--- src/rtl/pipeline_hazard_controller_pkg.sv ---
// pipeline_hazard_controller_pkg: shared FSM state encoding and default widths for the hazard sequencer
package pipeline_hazard_controller_pkg;

  localparam int REG_ADDR_W_DEF = 5;
  localparam int FLUSH_CNT_W    = 2;

  typedef enum logic [1:0] {
    RUN      = 2'd0,
    MEM_WAIT = 2'd1,
    MD_WAIT  = 2'd2,
    FLUSH    = 2'd3
  } hz_state_e;

endpackage

--- src/rtl/pipeline_hazard_controller_hazard_detect_unit.sv ---
// hazard_detect_unit: combinational load-use compare between the load in EX and the sources in ID
module hazard_detect_unit
  import pipeline_hazard_controller_pkg::*;
#(
  parameter int REG_ADDR_W = REG_ADDR_W_DEF
) (
  input  logic [REG_ADDR_W-1:0] id_rs,
  input  logic [REG_ADDR_W-1:0] id_rt,
  input  logic                  id_uses_rt,
  input  logic                  ex_mem_read,
  input  logic [REG_ADDR_W-1:0] ex_rt,
  output logic                  load_use
);

  // $zero is never a real producer, so a load into it cannot cause a hazard
  assign load_use = ex_mem_read & (|ex_rt) & ((ex_rt == id_rs) | (id_uses_rt & (ex_rt == id_rt)));

endmodule

--- src/rtl/pipeline_hazard_controller.sv ---
// pipeline_hazard_controller: prioritised stall/flush sequencer for the 5-stage pipeline
// with a saturating stall counter and a sticky data-memory timeout flag.
module pipeline_hazard_controller
  import pipeline_hazard_controller_pkg::*;
#(
  parameter int REG_ADDR_W   = REG_ADDR_W_DEF,
  parameter int FLUSH_CYCLES = 1,
  parameter int MEM_TIMEOUT  = 255,
  parameter int CNT_W        = 32
) (
  input  logic                  system_clock,
  input  logic                  reset,
  input  logic [REG_ADDR_W-1:0] id_rs,
  input  logic [REG_ADDR_W-1:0] id_rt,
  input  logic                  id_uses_rt,
  input  logic                  id_reads_hilo,
  input  logic                  ex_mem_read,
  input  logic [REG_ADDR_W-1:0] ex_rt,
  input  logic                  ex_branch_taken,
  input  logic                  muldiv_busy,
  input  logic                  dmem_busy,
  output logic                  hold_pc,
  output logic                  hold_if_id,
  output logic                  hold_id_ex,
  output logic                  hold_ex_mem,
  output logic                  hold_mem_wb,
  output logic                  flush_if_id,
  output logic                  flush_id_ex,
  output logic [CNT_W-1:0]      stall_cycles,
  output logic                  mem_timeout
);

  localparam int TW = $clog2(MEM_TIMEOUT + 1);
  localparam logic [TW-1:0]          TO_MAX  = TW'(MEM_TIMEOUT);
  localparam logic [TW-1:0]          TO_LAST = TW'(MEM_TIMEOUT - 1);
  localparam logic [FLUSH_CNT_W-1:0] FL_LOAD = FLUSH_CNT_W'(FLUSH_CYCLES - 1);

  hz_state_e              state_q, state_d;
  logic [FLUSH_CNT_W-1:0] fl_cnt_q, fl_cnt_d;
  logic [TW-1:0]          to_cnt_q, to_cnt_d;
  logic [CNT_W-1:0]       stall_q, stall_d;
  logic                   timeout_q, timeout_d;
  logic                   load_use;
  logic                   md_stall;
  logic                   flush_pend;
  logic                   hold_all;
  logic                   flush_fe;
  logic                   stall_fe;

  hazard_detect_unit #(
    .REG_ADDR_W(REG_ADDR_W)
  ) u_detect (
    .id_rs      (id_rs),
    .id_rt      (id_rt),
    .id_uses_rt (id_uses_rt),
    .ex_mem_read(ex_mem_read),
    .ex_rt      (ex_rt),
    .load_use   (load_use)
  );

  // A flush interrupted by a memory wait keeps its remaining count while parked in MEM_WAIT
  always_comb begin
    md_stall   = muldiv_busy & id_reads_hilo;
    flush_pend = (state_q == FLUSH) | ((state_q == MEM_WAIT) & (|fl_cnt_q));
    hold_all   = reset & dmem_busy;
    flush_fe   = ~reset | (~dmem_busy & (ex_branch_taken | flush_pend));
    stall_fe   = reset & ~dmem_busy & ~ex_branch_taken & ~flush_pend & (md_stall | load_use);
  end

  always_comb begin
    hold_pc     = hold_all | stall_fe;
    hold_if_id  = hold_all | stall_fe;
    hold_id_ex  = hold_all;
    hold_ex_mem = hold_all;
    hold_mem_wb = hold_all;
    flush_if_id = flush_fe;
    flush_id_ex = flush_fe | stall_fe;
  end

  always_comb begin
    state_d   = dmem_busy       ? MEM_WAIT :
                ex_branch_taken ? ((FLUSH_CYCLES > 1) ? FLUSH : RUN) :
                flush_pend      ? ((fl_cnt_q == FLUSH_CNT_W'(1)) ? RUN : FLUSH) :
                md_stall        ? MD_WAIT : RUN;
    fl_cnt_d  = dmem_busy       ? fl_cnt_q :
                ex_branch_taken ? FL_LOAD :
                flush_pend      ? fl_cnt_q - FLUSH_CNT_W'(1) : '0;
    to_cnt_d  = ~dmem_busy ? '0 : (to_cnt_q == TO_MAX) ? to_cnt_q : to_cnt_q + TW'(1);
    timeout_d = timeout_q | (dmem_busy & (to_cnt_q >= TO_LAST));
    stall_d   = (hold_pc & ~(&stall_q)) ? stall_q + CNT_W'(1) : stall_q;
  end

  always_ff @(posedge system_clock) begin
    if (!reset) begin
      state_q   <= RUN;
      fl_cnt_q  <= '0;
      to_cnt_q  <= '0;
      stall_q   <= '0;
      timeout_q <= 1'b0;
    end else begin
      state_q   <= state_d;
      fl_cnt_q  <= fl_cnt_d;
      to_cnt_q  <= to_cnt_d;
      stall_q   <= stall_d;
      timeout_q <= timeout_d;
    end
  end

  assign stall_cycles = stall_q;
  assign mem_timeout  = timeout_q;

endmodule

--- config.mk ---
export PLATFORM = sky130hd
export DESIGN_NAME = pipeline_hazard_controller
export DESIGN_NICKNAME = d
export VERILOG_FILES = /design/src/rtl/pipeline_hazard_controller_pkg.sv /design/src/rtl/pipeline_hazard_controller_hazard_detect_unit.sv /design/src/rtl/pipeline_hazard_controller.sv
export SDC_FILE = /design/constraint.sdc
export NUM_CORES = 1
export LEC_CHECK = 0
export BUFFER_PORTS_ARGS = -buffer_cell sky130_fd_sc_hd__clkbuf_2
export CAP_MARGIN = 10
export CORE_MARGIN = 4
export CORE_UTILIZATION = 45
export CTS_BUF_LIST = sky130_fd_sc_hd__clkbuf_16
export DETAILED_ROUTE_END_ITERATION = 16
export GPL_ROUTABILITY_DRIVEN = 0
export PLACE_DENSITY = 0.68
export REMOVE_ABC_BUFFERS = 1
export SETUP_SLACK_MARGIN = 0.3
export SLEW_MARGIN = 20
export SYNTH_ARGS = -nofsm -noshare
export SYNTH_HDL_FRONTEND = slang
export SYNTH_SLANG_ARGS = --single-unit
--- constraint.sdc ---
create_clock -name system_clock -period 2.45 [get_ports system_clock]
set_clock_uncertainty 0.2 [all_clocks]
set_input_delay 0.1225 -clock system_clock [delete_from_list [all_inputs] [get_ports system_clock]]
set_output_delay 0.1225 -clock system_clock [all_outputs]
set_load 0.01 [all_outputs]
Yosys cells after proc, flatten, opt, wreduce, memory -nomap -nowiden. Cells that the tools add are included.

Bitwise logic cells: 26. Reduce and logical (&&, ||, !) cells: 5. Add/subtract/negate cells: 3. Multiplexer cells: 7. Equality and inequality tests: 6. Magnitude comparators: 1.

Operators by type and width (number): adder 32 x 1 -> 32 bit, second input constant (1); AND reduction 32 bit (1); AND 1 bit (13); equality test 5 bit (2); two-way mux 2 bit (5); adder 8 x 1 -> 8 bit, second input constant (1); equality test 8 bit, second input constant (1); greater-or-equal comparator 8 bit, second input constant (1); bitwise OR 1 bit (8); NOT 1 bit (5); OR reduction 5 bit (1); equality test 2 x 1 -> 1 bit, second input constant (2); OR reduction 3 bit (1); equality test 2 bit, second input constant (1); two-way mux 1 bit (2); AND reduction 2 bit (1); OR reduction 2 bit (1); subtractor 2 x 1 -> 2 bit, second input constant (1).

Word-level logic and storage cells: 54. Output and inout bits: 40. Input port bits: 23. Flip-flop bits (word level): 45.

Depth between registers and ports, before layout.
Depth in word-level cells: 8. Gate-level depth with buffers: 12. Gate-level depth less buffers: 10.

Cells and area by module. Synthesis repeated with hierarchy kept, for this count alone.

Cells, all modules: 276. Area total of the unflattened synthesis: 2382.3 µm².

By module, submodules not included: pipeline_hazard_controller (area each 2249.7 µm², cells each 259, sequential area each 900.9 µm², times used 1); hazard_detect_unit (area each 132.6 µm², cells each 17, sequential area each 0.0 µm², times used 1).

Least setup slack after synthesis. OpenSTA, ideal clock, no wires.

Path type: register to register. Start point: register stall_q[3], in the netlist stall_cycles[3]. End point: register stall_q[5], in the netlist stall_cycles[5]. Cell stages (with the launch flop): 9. Arrival time: 1.884 ns. Setup slack: 0.294 ns. Library setup time: 0.072 ns. Required time: 2.178 ns. Period minus slack after synthesis: 2.156 ns. Buffers on the path: 1. Path through: dfxtp_1 > and4_2 > and4_4 > nand3_1 > or2_0 > buf_6 > and3_4 > nand3_2 > mux2i_1.

Cells in the longest elaborated chain, start to end: 3. Elaborated cells between the ends (all ways): 4. Classes of those cells: add/sub (1); bitwise (2); reduce/logical (1).

RTL lines: start: declaration (line pipeline_hazard_controller.sv:41) `logic [CNT_W-1:0] stall_q, stall_d;`; start signal: assignment (line pipeline_hazard_controller.sv:104) `stall_q <= stall_d;`; parallel branches: the longest is 3 deep, another holds adder 32 x 1 -> 32 bit.

Parallel ways; which one is timed is not known. A chain may end at the register's enable or synchronous reset.

Final worst setup path.
Start point: register fl_cnt_q[0]. End point: register stall_q[30], in the netlist stall_cycles[30].

Cells in the longest elaborated chain, start to end: 8.

RTL lines: start: declaration (line pipeline_hazard_controller.sv:39) `logic [FLUSH_CNT_W-1:0] fl_cnt_q, fl_cnt_d;`; start signal: assignment (line pipeline_hazard_controller.sv:102) `fl_cnt_q <= fl_cnt_d;`; OR reduction 2 bit (line pipeline_hazard_controller.sv:64) `flush_pend = (state_q == FLUSH) | ((state_q == MEM_WAIT) & (|fl_cnt_q));`; AND 1 bit (line pipeline_hazard_controller.sv:64); bitwise OR 1 bit (line pipeline_hazard_controller.sv:64); NOT 1 bit (line pipeline_hazard_controller.sv:67) `stall_fe = reset & ~dmem_busy & ~ex_branch_taken & ~flush_pend & (md_stall | load_use);`; AND 1 bit (2 in a row) (line pipeline_hazard_controller.sv:67); bitwise OR 1 bit (line pipeline_hazard_controller.sv:71) `hold_pc = hold_all | stall_fe;`; AND 1 bit (line pipeline_hazard_controller.sv:90) `stall_d = (hold_pc & ~(&stall_q)) ? stall_q + CNT_W'(1) : stall_q;`.

Every way passes these cells.

==> summary.md <==
| Metric | Value |
|---|---|
| Period Utilization, post-route | `86.8%` |
| Die Width | `81.6 microns` |
| DR iter-0 viols | `109` |
| Area contributors post-synth | `dfxtp_1, xor2_1, nor2_1, xnor2_1, nand2_1` |
| Layout net count | `393` |
| Seq/Total Area, Yosys | `36.9%` |
| Pwr/cell area | `502 nW/um^2` |
| CTS tree | `yes` |
| Number of synthesized flops with an enable pin | `0` |
| Final Max Slew Viols | `0` |
| Synth top cells by count | `dfxtp_1, nor2_1, nand2_1` |
| Yosys top cell area share | `36.9%` |
| Worst-Skew Late Latency | `0.28 ns` |
| Syn_area_per_cell | `8.65 sq um` |
| Arr. time, crit path | `2.09 ns` |
| DIE AREA | `6660 sq um` |
| RSZ-0062 raised after global routing | `true` |
| Max-cap violations | `0` |
| Crit path launch type | `flop` |
| Core area | `5170 sq um` |
| Setup TNS | `0 ns` |
| Critical Path Fanout Max | `6` |
| Leak Pwr | `0.00140 uW` |
| Synth Cell Area | `2440 sq um` |
| Io pins | `63` |
| Setup Crit Path Kind | `flop to flop` |
| Grt ovf | `0` |
| Ratio of cells with drive above 1 in the final layout | `38.8%` |
| Clk root buf | `clkbuf_16` |
| Initial Utilization | `47.1%` |
| Die span in y | `81.6 microns` |
| Final hold viol count | `3` |
| Post-synthesis cell count | `282` |
| Area leader, netlist | `dfxtp_1` |
| Asr flop ratio synth | `0%` |
| CTS buffer count | `5` |
| Area grow syn2layout | `32.7%` |
| # clock sinks | `45` |
| Layout Utilization | `62.6%` |
| Failing checks | `negative hold slack` |
| Synthesis-stage register bit count | `45` |
| Synth unique cells | `53` |
| Synth warnings | `0` |
| Clk buf depth | `2` |
| Sequential cell area | `918 sq um` |
| DR pass1 iterations | `4` |
| Vias post-DR | `2302` |
| Gr usage total | `18.3%` |
| Most common cell in the netlist | `dfxtp_1` |
| Top_reg_cell synth | `dfxtp_1` |
| Min cycle time layout | `2.13 ns` |
| Hold slack | `-0.0335 ns` |
| Crit path required time | `2.41 ns` |
| Clk slew on worst S/H paths | `0.06 ns` |
| Max VDD drop | `0.000306 V` |
| Worst hold path class | `primary input to flop` |
| Placed wire-length estimate | `4.28 mm` |
| Final WL | `6.09 mm` |
| Worst slew pin tran | `0.354 ns` |
| Outcome | `finished, violations left` |
| Number of global-route vias before repair | `2111` |
| Depth of the CTS H-tree | `2` |
| Drc violations | `0` |
| Final ANT Viol Nets | `0` |
| First-pass GRT wire length | `9.56 mm` |
| Port bufs | `62` |
| WL per Instance | `14.0 microns` |
| Row count | `26` |
| Initial antenna violation count | `0` |
| Final setup fails | `0` |
| Relative slew margins | `76.4%` |
| Multi-input combinational cell area | `1480 sq um` |
| Antenna Cells | `0` |
| Via-to-Cell Ratio | `5.28` |
| Fmax | `470 MHz` |
| Largest net degree at the start of global routing | `31` |
| # fillers | `437` |
| Critical Path End Type | `flop` |
layer usage:
metal  up-vias  track usage, %  part of all wire, %
met5         -               0                    0
met4         0            5.81                  1.4
met3        10            5.04                  6.7
met2        65            29.2                   47
met1      1066            23.9                   45
li1       1161               -                    -
area by class of cell:
class                      count  share of cell area [%]
sequential                    45                    28.4
tap                           70                    2.71
inverter                       8                    1.31
clock buffer                   5                    3.87
multi-input combinational    216                    45.9
clock inverter                 3                    1.16
timing repair inverter         1                   0.271
timing repair buffer          88                    16.4
cell families after synthesis:
| family | after synthesis | synth area share (%) |
|---|---|---|
| and+or+nand+nor | 139 | 32.6 |
| DFF | 45 | 36.9 |
| AOI/OAI and AO/OA | 35 | 8.52 |
| xor gates and xnor gates | 29 | 10.4 |
| buffers and inverters | 21 | 5.64 |
| muxes | 8 | 3.28 |
| adders and majority gates | 5 | 2.57 |
registers in the layout, summed over array words and instances (netlist names):
name,flops
to_cnt_q,8
fl_cnt_q,2
mem_timeout,1
state_q,2
stall_cycles,32
metrics by stage:
stage | cells | area (sq um) | setup slack [ns] | total power, uW | hold WS, ns
after CTS | 428 | 3070 | 0.310 | 1620 | 0.000841
final | 436 | 3240 | 0.324 | 1630 | -0.0335
after global placement | 417 | 2860 | 0.190 | 879 | 0.186
after floorplan | 269 | 2340 | 0.106 | 820 | 0.000566
after global routing | 436 | 3240 | 0.212 | 1680 | 0.0117
after detailed placement | 417 | 2860 | 0.138 | 879 | 0.191
cells in the final DEF (no fill, tap or decap), types with 3 or more instances in the layout:
cell type  count
nor4_1         3
inv_1          8
o21ai_0        7
nor2_1        32
or3_1          4
xor2_1        18
nand2_1       25
nand2b_1       4
a21oi_2        4
nand3_2        3
and3_1         7
dfxtp_2       11
mux2i_1        8
ha_1           4
and4_1         3
buf_4         21
dfxtp_1       33
or3_4          3
buf_6          3
clkbuf_2      62
a21oi_1       13
nor3_1         5
clkbuf_16      5
nor3_2         4
or2_2          3
nand4_1       15
xnor2_1       11
nand3_1        7
what timing repair did:
action / in CTS / in global routing
setup buffers: 1 / 8
hold endpoints to repair: 1 / 0
hold buffers: 2 / 0
gates resized for setup: 6 / 33
endpoints found under the setup margin: 30 / 33
pin swaps: 1 / 13
gates cloned: 0 / 1
report_power, final:
part           switching [uW]  total, uW  internal, uW
Combinational            78.3        139          60.8
Sequential               6.46        743           737
Clock                     269        743           474
Total                     354       1630          1270
critical path, cell delays in order (launching register included):
cell and delay [ns]:
dfxtp_2 0.33, inv_1 0.05, ha_1 0.14, nand2b_1 0.08
a21oi_2 0.18, o211ai_2 0.12, o21a_4 0.26, buf_6 0.13
buf_12 0.11, inv_6 0.06, buf_4 0.10, and4b_1 0.20
nor3_2 0.04
path summary, 6_finish.rpt:
path | from | slack [ns] | depth (start not counted) | to
worst max-delay path | fl_cnt_q[0] | 0.32 | 12 | stall_cycles[30]
worst min-delay path | id_reads_hilo | -0.03 | 3 | state_q[1]
worst max register to register | fl_cnt_q[0] | 0.32 | 12 | stall_cycles[30]
worst min register to register | stall_cycles[6] | 0.25 | 1 | stall_cycles[6]
Power figures use the tool's default switching activity.
